$ cat src/rtl/steer_pkg.sv
// ---------------------------------------------------------------------------
// steer_pkg
// Shared constants for the steering datapath: load-cell sample width,
// rider weight threshold with its hysteresis, and the settle-timer terminal
// counts for hardware (1.3 s at 50 MHz) and fast simulation.
// ---------------------------------------------------------------------------
package steer_pkg;

    localparam int LC_W = 12;                       // load-cell sample width
    localparam int ACC_W = LC_W + 2;                // 4-sample accumulator width
    localparam int SUM_W = LC_W + 1;                // avg_l + avg_r width
    localparam int TMR_W = 26;                      // settle timer width

    localparam logic [LC_W-1:0] MIN_RIDER_WEIGHT = 12'h200;
    localparam logic [LC_W-1:0] HYSTERESIS       = 12'h040;

    localparam logic [SUM_W-1:0] SUM_GT_THRESH =
        {1'b0, MIN_RIDER_WEIGHT} + {1'b0, HYSTERESIS};   // 0x240
    localparam logic [SUM_W-1:0] SUM_LT_THRESH =
        {1'b0, MIN_RIDER_WEIGHT} - {1'b0, HYSTERESIS};   // 0x1C0

    localparam logic [TMR_W-1:0] TMR_TERM_FULL = 26'd64_999_999;
    localparam logic [TMR_W-1:0] TMR_TERM_SIM  = 26'd32_767;

endpackage

$ cat src/rtl/ld_cell_avg.sv
// ---------------------------------------------------------------------------
// ld_cell_avg
// 4-sample running average of one load-cell channel. A 4-deep history and a
// running accumulator update only on vld; missing history entries start at
// zero, so the average ramps up over the first four samples.
//
// Ports:
//   clk    in   system clock
//   rst_n  in   asynchronous active-low reset
//   vld    in   sample strobe
//   ld     in   [LC_W-1:0] raw sample
//   avg    out  [LC_W-1:0] average of the last four samples (floor)
// ---------------------------------------------------------------------------
module ld_cell_avg
    import steer_pkg::*;
(
    input  logic            clk,
    input  logic            rst_n,
    input  logic            vld,
    input  logic [LC_W-1:0] ld,
    output logic [LC_W-1:0] avg
);

    // tap[0] is the incoming sample, tap[4] the oldest stored sample
    logic [LC_W-1:0]  tap [0:4];
    logic [ACC_W-1:0] acc_reg;

    assign tap[0] = ld;

    genvar gi;
    generate
        for (gi = 0; gi < 4; gi++) begin : g_hist
            logic [LC_W-1:0] slot_reg;

            always_ff @(posedge clk or negedge rst_n) begin
                if (!rst_n) begin
                    slot_reg <= '0;
                end else if (vld) begin
                    slot_reg <= tap[gi];
                end
            end

            assign tap[gi+1] = slot_reg;
        end
    endgenerate

    // The accumulator always equals the sum of the four history slots, so it
    // never exceeds 4 * 0xFFF and cannot wrap.
    always_ff @(posedge clk or negedge rst_n) begin
        if (!rst_n) begin
            acc_reg <= '0;
        end else if (vld) begin
            acc_reg <= acc_reg + {2'b00, ld} - {2'b00, tap[4]};
        end
    end

    assign avg = acc_reg[ACC_W-1:2];

endmodule

$ cat src/rtl/rider_detect.sv
// ---------------------------------------------------------------------------
// rider_detect
// Rider presence/balance datapath for the steering-enable state machine.
// Averages both load cells, compares sum and imbalance against thresholds,
// registers four flags, and runs the saturating 1.3 s settle timer.
//
// Ports:
//   clk            in   50 MHz system clock
//   rst_n          in   asynchronous active-low reset
//   lft_ld         in   [11:0] left load-cell sample
//   rght_ld        in   [11:0] right load-cell sample
//   vld            in   sample strobe for lft_ld/rght_ld
//   clr_tmr        in   synchronous settle-timer clear
//   tmr_full       out  timer at terminal count
//   sum_gt_min     out  sum > MIN_RIDER_WEIGHT + HYSTERESIS
//   sum_lt_min     out  sum < MIN_RIDER_WEIGHT - HYSTERESIS
//   diff_gt_1_4    out  |avg_l - avg_r| > sum/4
//   diff_gt_15_16  out  |avg_l - avg_r| > 15*sum/16
// ---------------------------------------------------------------------------
module rider_detect
    import steer_pkg::*;
#(
    parameter bit FAST_SIM = 1'b0
)(
    input  logic            clk,
    input  logic            rst_n,
    input  logic [LC_W-1:0] lft_ld,
    input  logic [LC_W-1:0] rght_ld,
    input  logic            vld,
    input  logic            clr_tmr,
    output logic            tmr_full,
    output logic            sum_gt_min,
    output logic            sum_lt_min,
    output logic            diff_gt_1_4,
    output logic            diff_gt_15_16
);

    localparam logic [TMR_W-1:0] TMR_TERM = FAST_SIM ? TMR_TERM_SIM : TMR_TERM_FULL;

    logic [LC_W-1:0]  avg_l;
    logic [LC_W-1:0]  avg_r;
    logic [SUM_W-1:0] sum;
    logic [LC_W-1:0]  diff;
    logic [SUM_W-1:0] quarter;
    logic [16:0]      sum_x15;
    logic [SUM_W-1:0] frac_15_16;

    logic sum_gt_next, sum_lt_next, diff_14_next, diff_1516_next;
    logic sum_gt_reg,  sum_lt_reg,  diff_14_reg,  diff_1516_reg;
    logic [TMR_W-1:0] cnt_reg;

    ld_cell_avg u_avg_l (
        .clk   (clk),
        .rst_n (rst_n),
        .vld   (vld),
        .ld    (lft_ld),
        .avg   (avg_l)
    );

    ld_cell_avg u_avg_r (
        .clk   (clk),
        .rst_n (rst_n),
        .vld   (vld),
        .ld    (rght_ld),
        .avg   (avg_r)
    );

    // ---------------- threshold compares (stage 2 inputs) -----------------
    always_comb begin
        sum        = {1'b0, avg_l} + {1'b0, avg_r};
        diff       = (avg_l >= avg_r) ? (avg_l - avg_r) : (avg_r - avg_l);
        quarter    = {2'b00, sum[SUM_W-1:2]};
        // 15*sum needs 17 bits; after >>4 it fits back into 13
        sum_x15    = {4'd0, sum} * 17'd15;
        frac_15_16 = sum_x15[16:4];

        sum_gt_next    = (sum > SUM_GT_THRESH);
        sum_lt_next    = (sum < SUM_LT_THRESH);
        diff_14_next   = ({1'b0, diff} > quarter);
        diff_1516_next = ({1'b0, diff} > frac_15_16);
    end

    // Flags register every cycle so they stay steady between samples.
    always_ff @(posedge clk or negedge rst_n) begin
        if (!rst_n) begin
            sum_gt_reg    <= 1'b0;
            sum_lt_reg    <= 1'b0;
            diff_14_reg   <= 1'b0;
            diff_1516_reg <= 1'b0;
        end else begin
            sum_gt_reg    <= sum_gt_next;
            sum_lt_reg    <= sum_lt_next;
            diff_14_reg   <= diff_14_next;
            diff_1516_reg <= diff_1516_next;
        end
    end

    assign sum_gt_min    = sum_gt_reg;
    assign sum_lt_min    = sum_lt_reg;
    assign diff_gt_1_4   = diff_14_reg;
    assign diff_gt_15_16 = diff_1516_reg;

    // ---------------- settle timer: clear wins, then saturate -------------
    always_ff @(posedge clk or negedge rst_n) begin
        if (!rst_n) begin
            cnt_reg <= '0;
        end else if (clr_tmr) begin
            cnt_reg <= '0;
        end else if (cnt_reg != TMR_TERM) begin
            cnt_reg <= cnt_reg + 1'b1;
        end
    end

    assign tmr_full = (cnt_reg == TMR_TERM);

endmodule

$ cat config.mk
export PLATFORM = sky130hd
export DESIGN_NAME = rider_detect
export DESIGN_NICKNAME = d
export VERILOG_FILES = /design/src/rtl/steer_pkg.sv /design/src/rtl/ld_cell_avg.sv /design/src/rtl/rider_detect.sv
export SDC_FILE = /design/constraint.sdc
export NUM_CORES = 1
export LEC_CHECK = 0
export CORE_MARGIN = 1.5
export CORE_UTILIZATION = 28
export CTS_CLUSTER_SIZE = 10
export DETAILED_ROUTE_END_ITERATION = 8
export PLACE_DENSITY = 0.44
export SLEW_MARGIN = 5
export SYNTH_ARGS = -nofsm -noshare
export SYNTH_HDL_FRONTEND = slang
export SYNTH_SLANG_ARGS = --single-unit
$ cat constraint.sdc
create_clock -name clk -period 5.8 [get_ports clk]
set_clock_uncertainty 0.05 [all_clocks]
set_input_delay 1.16 -clock clk [delete_from_list [all_inputs] [get_ports clk]]
set_output_delay 1.16 -clock clk [all_outputs]
set_load 0.01 [all_outputs]
==> results.md, run 1 <==
- Worst-case reg-to-reg path depth: 25
- Final Hold Viols: 0
- Mux cell area share after synthesis: 10.4%
- Synth area leader: dfrtp_1
- Post-Synth Adder-Cell Area: 20.0%
- Fillers: 3974
- Pre-CTS worst setup slack: 0.170 ns
- Iter 0 DRT Violations: 352
- Row count: 72
- Fin crit period: 5.39 ns
- Tightest Hold Check Type: flip-flop to flip-flop
- Arrival @ worst endpoint: 5.66 ns
- Final ANT Viol Nets: 0
- Placeable Area: 0.0388 mm²
- Hpwl dp: 18100 µm
- WL final: 23300 µm
- Cells after Synth: 1095
- Nets: 1322
- Grt ovf: 0
- DIE WIDTH: 202 µm
- Cell Area, Synth: 0.0111 mm²
- Post-Synth XOR/XNOR Area: 6.40%
- Storage element area: 0.00385 mm²
- Number of synthesized register bits: 154
- Drt via density: 4.50
- Syn-to-layout area delta: 16.2%
- Diodes inserted: 0
- CTS tree: yes
- Slowest stage delay, CP: 0.48 ns
- Post-Synth Simple-Gate Area: 10.2%
- Max FO, Critical Path: 4
- Die Y: 202 µm
- Startpoint Class: flip-flop
- Root buf cell: clkbuf_16
- Initial Utilization: 28.6%
- Avg Cell Area, Syn: 10.1 µm²
- Htree depth: 4
- Routability cong.: 0.794
- DRT Pass-1 Iters: 4
- Top cells by area, synth: dfrtp_1 35%, ha_1 13%, mux2_2 10%
- DIE AREA: 0.0408 mm²
- Slew @ Worst Pin: 1.04 ns
- Gr usage total: 12.2%
- CTS Sinks: 154
- CP endpoint kind: flip-flop
- Synth warnings: 0
- Final worst slack: 0.406 ns
- Kind of critical path: flip-flop to flip-flop
- Layout cells sized above 1: 17.1%
- Largest net degree at the start of global routing: 97
- Hold-fix buffers, CTS: 0
- Remaining DRCs: 0
- Fin. max-slew vios: 0
- Number of buffers created by CTS: 17
- Setup Viol. Count Final: 0
- Clock-pin slew on the worst setup and hold paths: 0.06 ns
- Hold Path Stages: 1
- Post-synth ARST share: 100%
- Compound-Gate Fraction of Synth Area: 11.5%
- Largest family of logic cells by synthesized area: adder cells
- Outcome: finished, final reports clean
- Post-synth EDFFs: 0
- Via count: 7528
- Fin Setup TNS: 0 ns
- Period utilisation layout: 93.0%
- Mapped Nets: 1275
- Worst slew margin: 30.5%
- Max Cap Viol: 0
- Synth unique cells: 71
- Multi-input logic area: 0.00655 mm²
- Seq/Total Area, Yosys: 34.8%
- Top-area cell type share of the netlist area: 34.8%
- Vias in the first global route: 7715
- Slowest-stage cell, CP: fa_1
- Top cell by count, worst path: ha_1
- Latest clock arrival within the worst-skew pair: 0.44 ns
- First-pass GRT wire length: 39900 µm
- Drt wl/cell: 13.9 µm
- Fmax: 185 MHz
- Longest Clk Path Bufs: 2
- # port buffers: 32
- Internal reg-to-reg setup slack: 0.41 ns
- WP data required: 6.06 ns
- I/O pins: 33
- Synth Flop Type: dfrtp_1
- Initial antenna violation count: 0
Yosys cell counts, drive strengths merged (10+ instances only):
cell	n
a21o	21
a21oi	59
and3	11
buf	11
clkbuf	20
dfrtp	154
fa	40
ha	112
inv	162
mux2	98
nand2	45
nand3	24
nand4	10
nor2	46
nor2b	12
nor3	20
o21ai	51
o21bai	12
or3	13
xnor2	48
xor2	27
final timing paths:
check,start,end
min in group asynchronous,rst_n,cnt_reg[0]
setup reg to reg,u_avg_l.acc_reg[2],diff_gt_15_16
hold reg to reg,u_avg_r.g_hist[0].slot_reg[9],u_avg_r.g_hist[1].slot_reg[9]
hold / removal,u_avg_r.g_hist[0].slot_reg[9],u_avg_r.g_hist[1].slot_reg[9]
max in group asynchronous,rst_n,u_avg_r.g_hist[1].slot_reg[11]
setup / recovery,u_avg_l.acc_reg[2],diff_gt_15_16
worst max-delay path, delay by kind of cell (launching register included):
kind	cells	cell delay, ns
AO/OA/AOI/OAI	12	2.05
XOR/XNOR	1	0.18
adder cells (fa/ha/maj)	6	1.99
buffers and inverters	3	0.17
flip-flops	1	0.38
AND/OR/NAND/NOR	3	0.45
cell usage in the layout (no fill, tap or decap), types with 9 or more instances in the layout:
cell,instances
nor3_1,19
fa_1,39
nor2b_1,12
nand3_1,23
nand4_1,9
dfrtp_1,153
xor2_1,26
o21bai_1,10
clkdlybuf4s50_1,30
or3_1,13
mux2_2,98
xnor2_1,42
a21o_1,21
ha_1,111
nand2_1,45
clkbuf_16,17
buf_4,27
o21ai_0,45
nor2_1,46
a21oi_1,55
inv_1,157
and3_1,11
logic make-up (layout without fill, tap and decap cells):
group	Yosys count	after routing
xor gates and xnor gates	76	76
AOI/OAI and AO/OA	196	196
and+or+nand+nor	219	219
muxes	103	103
adders and majority gates	154	154
DFF	154	154
buffers and inverters	193	253
per-layer routing:
metal | routed length (µm) | track usage [%] | part of all wire [%] | vias to the layer above
met5 | 0 | 0 | 0 | -
met1 | 11900 | 16.9 | 51 | 3636
li1 | - | - | - | 3803
met2 | 10400 | 19.2 | 45 | 73
met4 | 367 | 3.92 | 1.6 | 0
met3 | 520 | 2.06 | 2.2 | 16
through the flow:
step | utilization [%] | hold WS (ns) | area (µm²) | std cells
after global routing | 33.2 | 0.462 | 12900 | 1673
final | 33.2 | 0.448 | 12900 | 1673
after CTS | 32.9 | 0.451 | 12800 | 1666
after detailed placement | 31.1 | 0.437 | 12100 | 1634
after global placement | 31.1 | 0.433 | 12100 | 1634
after floorplan | - | 0.420 | 11100 | 1095
cell type report:
| type | instances | area share, % |
|---|---|---|
| repair buffers | 59 | 4.08 |
| clock buffers | 22 | 3.60 |
| well taps | 518 | 5.03 |
| flip-flops and latches | 154 | 29.9 |
| multi-input cells | 748 | 50.8 |
| clock inverters | 10 | 1.83 |
| inverters | 162 | 4.72 |
what timing repair did:
item                                    CTS  global route
setup buffers                             0             7
gates resized for setup                   0            19
endpoints found under the setup margin    0             1
Power of run 1 is not shown: default switching activity piles up to over one toggle a cycle in this logic, so the estimate is an artifact.
==> run 2, diff against run 1 <==
- DONT_BUFFER_PORTS: not set -> 1
- PLACE_DENSITY: 0.44 -> 0.43
==> run 2 against run 1 <==
Compared with the run above:
- sequential share of layout area is 1.1 points higher
- register-to-register slack worse by 0.04 ns
- non-clock buffer count is 35 lower
- largest cell class unchanged
==> results.md, run 2 (same netlist as run 1, synthesis figures left out) <==
- Outcome: finished, final reports clean (unchanged)
- Root buf cell: clkbuf_16 (unchanged)
- Startpoint Class: flip-flop (unchanged)
- Post-Layout Cell Count: 1638 (was 1673)
- Tightest Hold Check Type: primary input to asynchronous set/reset pin (was flip-flop to flip-flop)
- Pre-CTS worst setup slack: 0.230 ns (was 0.170 ns)
- Fillers: 3983 (was 3974)
- Via count: 7446 (was 7528)
- First-pass GRT wire length: 40500 µm (was 39900 µm)
- Routability cong.: 0.801 (was 0.794)
- Initial Utilization: 28.6% (unchanged)
- Remaining DRCs: 0 (unchanged)
- Nets: 1287 (was 1322)
- Iter 0 DRT Violations: 374 (was 352)
- Period utilisation layout: 93.7% (was 93.0%)
- Placed cell area: 0.0118 mm² (was 0.0121 mm²)
- Row count: 72 (unchanged)
- Commonest non-fill, non-tap cell in the layout: inv_1 (unchanged)
- Die Y: 202 µm (unchanged)
- Max Cap Viol: 0 (unchanged)
- Drt via density: 4.55 (was 4.50)
- Hpwl dp: 17900 µm (was 18100 µm)
- Final worst slack: 0.365 ns (was 0.406 ns)
- Worst slew margin: 57.8% (was 30.5%)
- Diodes inserted: 0 (unchanged)
- Grt ovf: 0 (unchanged)
- DIE WIDTH: 202 µm (unchanged)
- CP endpoint kind: flip-flop (unchanged)
- Htree depth: 4 (unchanged)
- WL final: 23700 µm (was 23300 µm)
- Number of buffers created by CTS: 17 (unchanged)
- DRT Pass-1 Iters: 4 (unchanged)
- Leading cell types in the layout, fill and taps excluded: 158 x inv_1, 153 x dfrtp_1, 110 x ha_1 (was 157 x inv_1, 153 x dfrtp_1, 111 x ha_1)
- CTS Sinks: 154 (unchanged)
- Layout cells sized above 1: 17.1% (unchanged)
- Gr usage total: 12.4% (was 12.2%)
- Design area: 0.0124 mm² (was 0.0129 mm²)
- Final ANT Viol Nets: 0 (unchanged)
- I/O pins: 33 (unchanged)
- Clock-pin slew on the worst setup and hold paths: 0.07 ns (was 0.06 ns)
- Syn-to-layout area delta: 12.3% (was 16.2%)
- DIE AREA: 0.0408 mm² (unchanged)
- Slew @ Worst Pin: 0.630 ns (was 1.04 ns)
- Placeable Area: 0.0388 mm² (unchanged)
- Drt wl/cell: 14.5 µm (was 13.9 µm)
- Longest Clk Path Bufs: 2 (unchanged)
- Vias in the first global route: 7802 (was 7715)
- Final Hold Viols: 0 (unchanged)
- Max FO, Critical Path: 6 (was 4)
- Dpl cells: 1603 (was 1634)
- Fmax: 184 MHz (was 185 MHz)
- Largest net degree at the start of global routing: 155 (was 97)
- Arrival @ worst endpoint: 5.70 ns (was 5.66 ns)
- Setup Viol. Count Final: 0 (unchanged)
- Kind of critical path: flip-flop to flip-flop (unchanged)
- Fin. max-slew vios: 0 (unchanged)
- CTS tree: yes (unchanged)
- # port buffers: 0 (was 32)
- Fin crit period: 5.44 ns (was 5.39 ns)
- Latest clock arrival within the worst-skew pair: 0.44 ns (about the same)
- WP data required: 6.06 ns (about the same)
- Initial antenna violation count: 0 (unchanged)
## run 2: changes by cell type in the layout (fill, tap and decap cells not counted), sizes merged
| cell | previous run | this run |
|---|---|---|
| buf | 29 | 24 |
| bufinv | 7 | 1 |
| inv | 164 | 168 |
| clkinv | 0 | 6 |
| clkinvlp | 1 | 2 |
| clkbuf | 22 | 17 |
| clkdlybuf4s50 | 30 | 0 |
## run 2: area by class of cell
cell class                 count  area [µm²]  share of cell area (%)
multi-input combinational    748        6570                    52.8
sequential                   154        3850                    31.0
tap                          518         648                    5.21
inverter                     162         611                    4.91
clock buffer                  17         425                    3.42
timing repair buffer          24         180                    1.45
clock inverter                15         161                    1.30
## run 2: path summary, 6_finish.rpt
check | start | to | slack (ns) | cells past startpoint
worst min-delay path | rst_n | cnt_reg[9] | 0.36 | 0
max in group asynchronous | rst_n | u_avg_l.acc_reg[3] | 5.01 | 0
worst min register to register | u_avg_l.g_hist[0].slot_reg[1] | u_avg_l.g_hist[1].slot_reg[1] | 0.45 | 1
worst max-delay path | u_avg_l.acc_reg[4] | diff_gt_15_16 | 0.36 | 25
worst max register to register | u_avg_l.acc_reg[4] | diff_gt_15_16 | 0.36 | 25
min in group clk | u_avg_l.g_hist[0].slot_reg[1] | u_avg_l.g_hist[1].slot_reg[1] | 0.45 | 1
## run 2: critical path, cell delays in order, from the launching register on
cell      delay [ns]
dfrtp_1         0.38
inv_1           0.10
ha_1            0.36
nor3_1          0.18
o21ai_0         0.15
a31oi_1         0.26
a21oi_1         0.13
o21bai_2        0.28
xnor2_4         0.19
inv_1           0.10
ha_1            0.28
inv_1           0.04
ha_1            0.26
inv_1           0.05
fa_1            0.49
inv_1           0.04
ha_1            0.20
or3_1           0.33
o211ai_1        0.18
nand2b_1        0.11
a21oi_1         0.19
xor2_1          0.17
ha_1            0.26
and3_1          0.18
a221oi_1        0.26
a311oi_1        0.08
## run 2: metal layers
metal	track usage, %	wire length (µm)
met4	4.18	458
met3	2.19	687
met5	0	0
met2	19.5	10500
met1	17.1	12100
## run 2: per-stage QoR
stage	setup TNS [ns]	hold slack [ns]	utilization, %
after floorplan	0	0.420	-
after global placement	0	0.434	30.3
after detailed placement	0	0.437	30.3
after CTS	0	0.330	31.8
after global routing	-0.00484	0.335	32.1
final	0	0.357	32.1
## run 2: repair_timing
action / CTS / global route
setup endpoints to repair: 0 / 1
hold buffers: 0 / 0
buffers inserted: 0 / 3
resized for setup: 0 / 17
Power of run 2 is left out for the same reason.
==> run 3, diff against run 2 <==
- CORE_UTILIZATION: 28 -> 59
- CTS_CLUSTER_DIAMETER: not set -> 120
- GPL_TIMING_DRIVEN: not set -> 0
- PLACE_DENSITY: 0.43 -> 0.78
==> run 3 against run 2 <==
Compared with the run above:
- flip-flop and latch count is the same
- die area shrank 52%
- final area is essentially flat
- worst setup slack lost 0.19 ns
- count of clock-buffer cells in the layout rose by 1
- fmax is 3.4% lower
- sequential share of layout area about the same
- first-iteration DRC count up 21%
- worst hold slack improved by 0.0080 ns
- via count is 5.5% higher
- largest cell class unchanged
- critical path depth increased by 1
- core utilization increased by 36 points
==> results.md, run 3 (same netlist as run 1, synthesis figures left out) <==
- Iter 0 DRT Violations: 452 (was 374)
- Root buf cell: clkbuf_16 (unchanged)
- Finished Core Util: 68.4% (was 32.1%)
- Tightest Hold Check Type: primary input to asynchronous set/reset pin (unchanged)
- Startpoint Class: flip-flop (unchanged)
- Outcome: finished, final reports clean (unchanged)
- DIE AREA: 0.0196 mm² (was 0.0408 mm²)
- CP endpoint: diff_gt_15_16 (unchanged)
- Longest Clk Path Bufs: 2 (unchanged)
- Pre-CTS worst setup slack: -0.445 ns (was 0.230 ns)
- Commonest non-fill, non-tap cell in the layout: inv_1 (unchanged)
- Initial Utilization: 60.9% (was 28.6%)
- Max FO, Critical Path: 8 (was 6)
- Arrival @ worst endpoint: 5.89 ns (was 5.70 ns)
- Initial antenna violation count: 0 (unchanged)
- Period utilisation layout: 97.0% (was 93.7%)
- Nets: 1315 (was 1287)
- Fillers: 1364 (was 3983)
- Leading cell types in the layout, fill and taps excluded: 155 x inv_1, 152 x dfrtp_1, 107 x ha_1 (was 158 x inv_1, 153 x dfrtp_1, 110 x ha_1)
- DIE WIDTH: 140 µm (was 202 µm)
- Syn-to-layout area delta: 12.3% (about the same)
- Grt ovf: 0 (unchanged)
- Layout cells sized above 1: 19.7% (was 17.1%)
- Vias in the first global route: 7937 (was 7802)
- Max Cap Viol: 0 (unchanged)
- CTS tree: yes (unchanged)
- First-pass GRT wire length: 38300 µm (was 40500 µm)
- Number of buffers created by CTS: 17 (unchanged)
- Worst slew margin: 45.4% (was 57.8%)
- Reg-to-reg critical path endpoint: diff_gt_15_16 (unchanged)
- Hpwl dp: 16800 µm (was 17900 µm)
- Drt via density: 5.71 (was 4.55)
- Fin Setup TNS: 0 ns (unchanged)
- Largest net degree at the start of global routing: 155 (unchanged)
- WL final: 23100 µm (was 23700 µm)
- Gr usage total: 24.6% (was 12.4%)
- I/O pins: 33 (unchanged)
- Latest clock arrival within the worst-skew pair: 0.43 ns (was 0.44 ns)
- Drt wl/cell: 16.8 µm (was 14.5 µm)
- Remaining DRCs: 0 (unchanged)
- Fmax: 178 MHz (was 184 MHz)
- Htree depth: 4 (unchanged)
- Worst-case reg-to-reg path depth: 26 (was 25)
- Final Hold Viols: 0 (unchanged)
- Multi-input logic area: 0.00683 mm² (was 0.00657 mm²)
- CP startpoint: u_avg_r.acc_reg[6] (was u_avg_l.acc_reg[4])
- Final ANT Viol Nets: 0 (unchanged)
- Internal reg-to-reg setup slack: 0.18 ns (was 0.36 ns)
- Routability cong.: 0.889 (was 0.801)
- Hold-fix buffers, CTS: 0 (unchanged)
- Kind of critical path: flip-flop to flip-flop (unchanged)
- Storage element area: 0.00386 mm² (was 0.00385 mm²)
- Clock-pin slew on the worst setup and hold paths: 0.07 ns (about the same)
- Fin crit period: 5.62 ns (was 5.44 ns)
- Final worst slack: 0.177 ns (was 0.365 ns)
- Setup Viol. Count Final: 0 (unchanged)
- Diodes inserted: 0 (unchanged)
- Via count: 7856 (was 7446)
- CTS Sinks: 154 (unchanged)
- # port buffers: 0 (unchanged)
- CP endpoint kind: flip-flop (unchanged)
- Row count: 49 (was 72)
- WP data required: 6.06 ns (about the same)
- Placeable Area: 0.0182 mm² (was 0.0388 mm²)
- Fin. max-slew vios: 0 (unchanged)
- Die Y: 140 µm (was 202 µm)
- DRT Pass-1 Iters: 5 (was 4)
- R2r startpoint: u_avg_r.acc_reg[6] (was u_avg_l.acc_reg[4])
- Slew @ Worst Pin: 0.818 ns (was 0.630 ns)
==> run 3: cell types whose count changed in the layout (fill, tap and decap cells not counted), sizes merged <==
cell      delta
bufinv       -1
inv          -2
clkbuf      +21
clkinv       -1
clkinvlp     +2
buf          +8
==> run 3: metrics by stage <==
step	hold slack, ns	cells	instance area [µm²]
finish	0.365	1376	12500
global route	0.343	1376	12500
CTS	0.347	1362	12100
detailed placement	0.440	1324	11400
global placement	0.431	1324	11400
floorplan	0.420	1095	11100
==> run 3: worst min-delay path by stage <==
stage	start	endpoint	cells after the start
floorplan	u_avg_r.acc_reg[13]	u_avg_r.acc_reg[13]	1
detailed placement	u_avg_r.g_hist[1].slot_reg[11]	u_avg_r.g_hist[2].slot_reg[11]	1
finish	rst_n	cnt_reg[3]	0
CTS	rst_n	cnt_reg[3]	0
global route	rst_n	cnt_reg[2]	0
global placement	u_avg_l.g_hist[1].slot_reg[11]	u_avg_l.g_hist[2].slot_reg[11]	1
==> run 3: what timing repair did <==
item                       CTS  global route
setup endpoints to repair    1             1
resized for setup           21            47
hold endpoints to repair     0             0
pin swaps                    3            12
setup buffers                7            14
gates cloned                 0             0
==> run 3: final cells by class <==
type	count	share of cell area, %
Sequential cell	154	31.0
Inverter	162	4.98
Multi-Input combinational cell	748	54.8
Tap cell	229	2.30
Clock inverter	13	0.914
Buffer	31	1.23
Clock buffer	18	3.53
Timing Repair Buffer	21	1.27
==> run 3: worst max-delay path, cell delays in order, from the launching register on <==
cell and delay (ns):
dfrtp_1 0.43, ha_1 0.29, buf_4 0.18, nor3_1 0.28, o21ai_2 0.14, buf_4 0.16, nand3b_1 0.21, xor2_4 0.21
inv_1 0.14, fa_1 0.49, inv_1 0.05, fa_1 0.49, inv_1 0.04, ha_1 0.33, nand2_1 0.09, o21ai_2 0.09
a21oi_2 0.21, inv_1 0.06, a21oi_1 0.19, xor2_1 0.19, ha_1 0.27, a21o_1 0.18, a21o_1 0.17, a21oi_1 0.12
o21ai_0 0.10, a221oi_1 0.28, a311oi_1 0.08
==> run 3: routing by layer <==
| metal | vias to the layer above | track usage [%] | share of wire (%) |
|---|---|---|---|
| met5 | - | 0 | 0 |
| li1 | 3799 | - | - |
| met3 | 32 | 5.09 | 4.9 |
| met2 | 180 | 42.0 | 48 |
| met1 | 3845 | 32.2 | 45 |
| met4 | 0 | 6.59 | 1.7 |
Power of run 3 is left out for the same reason.
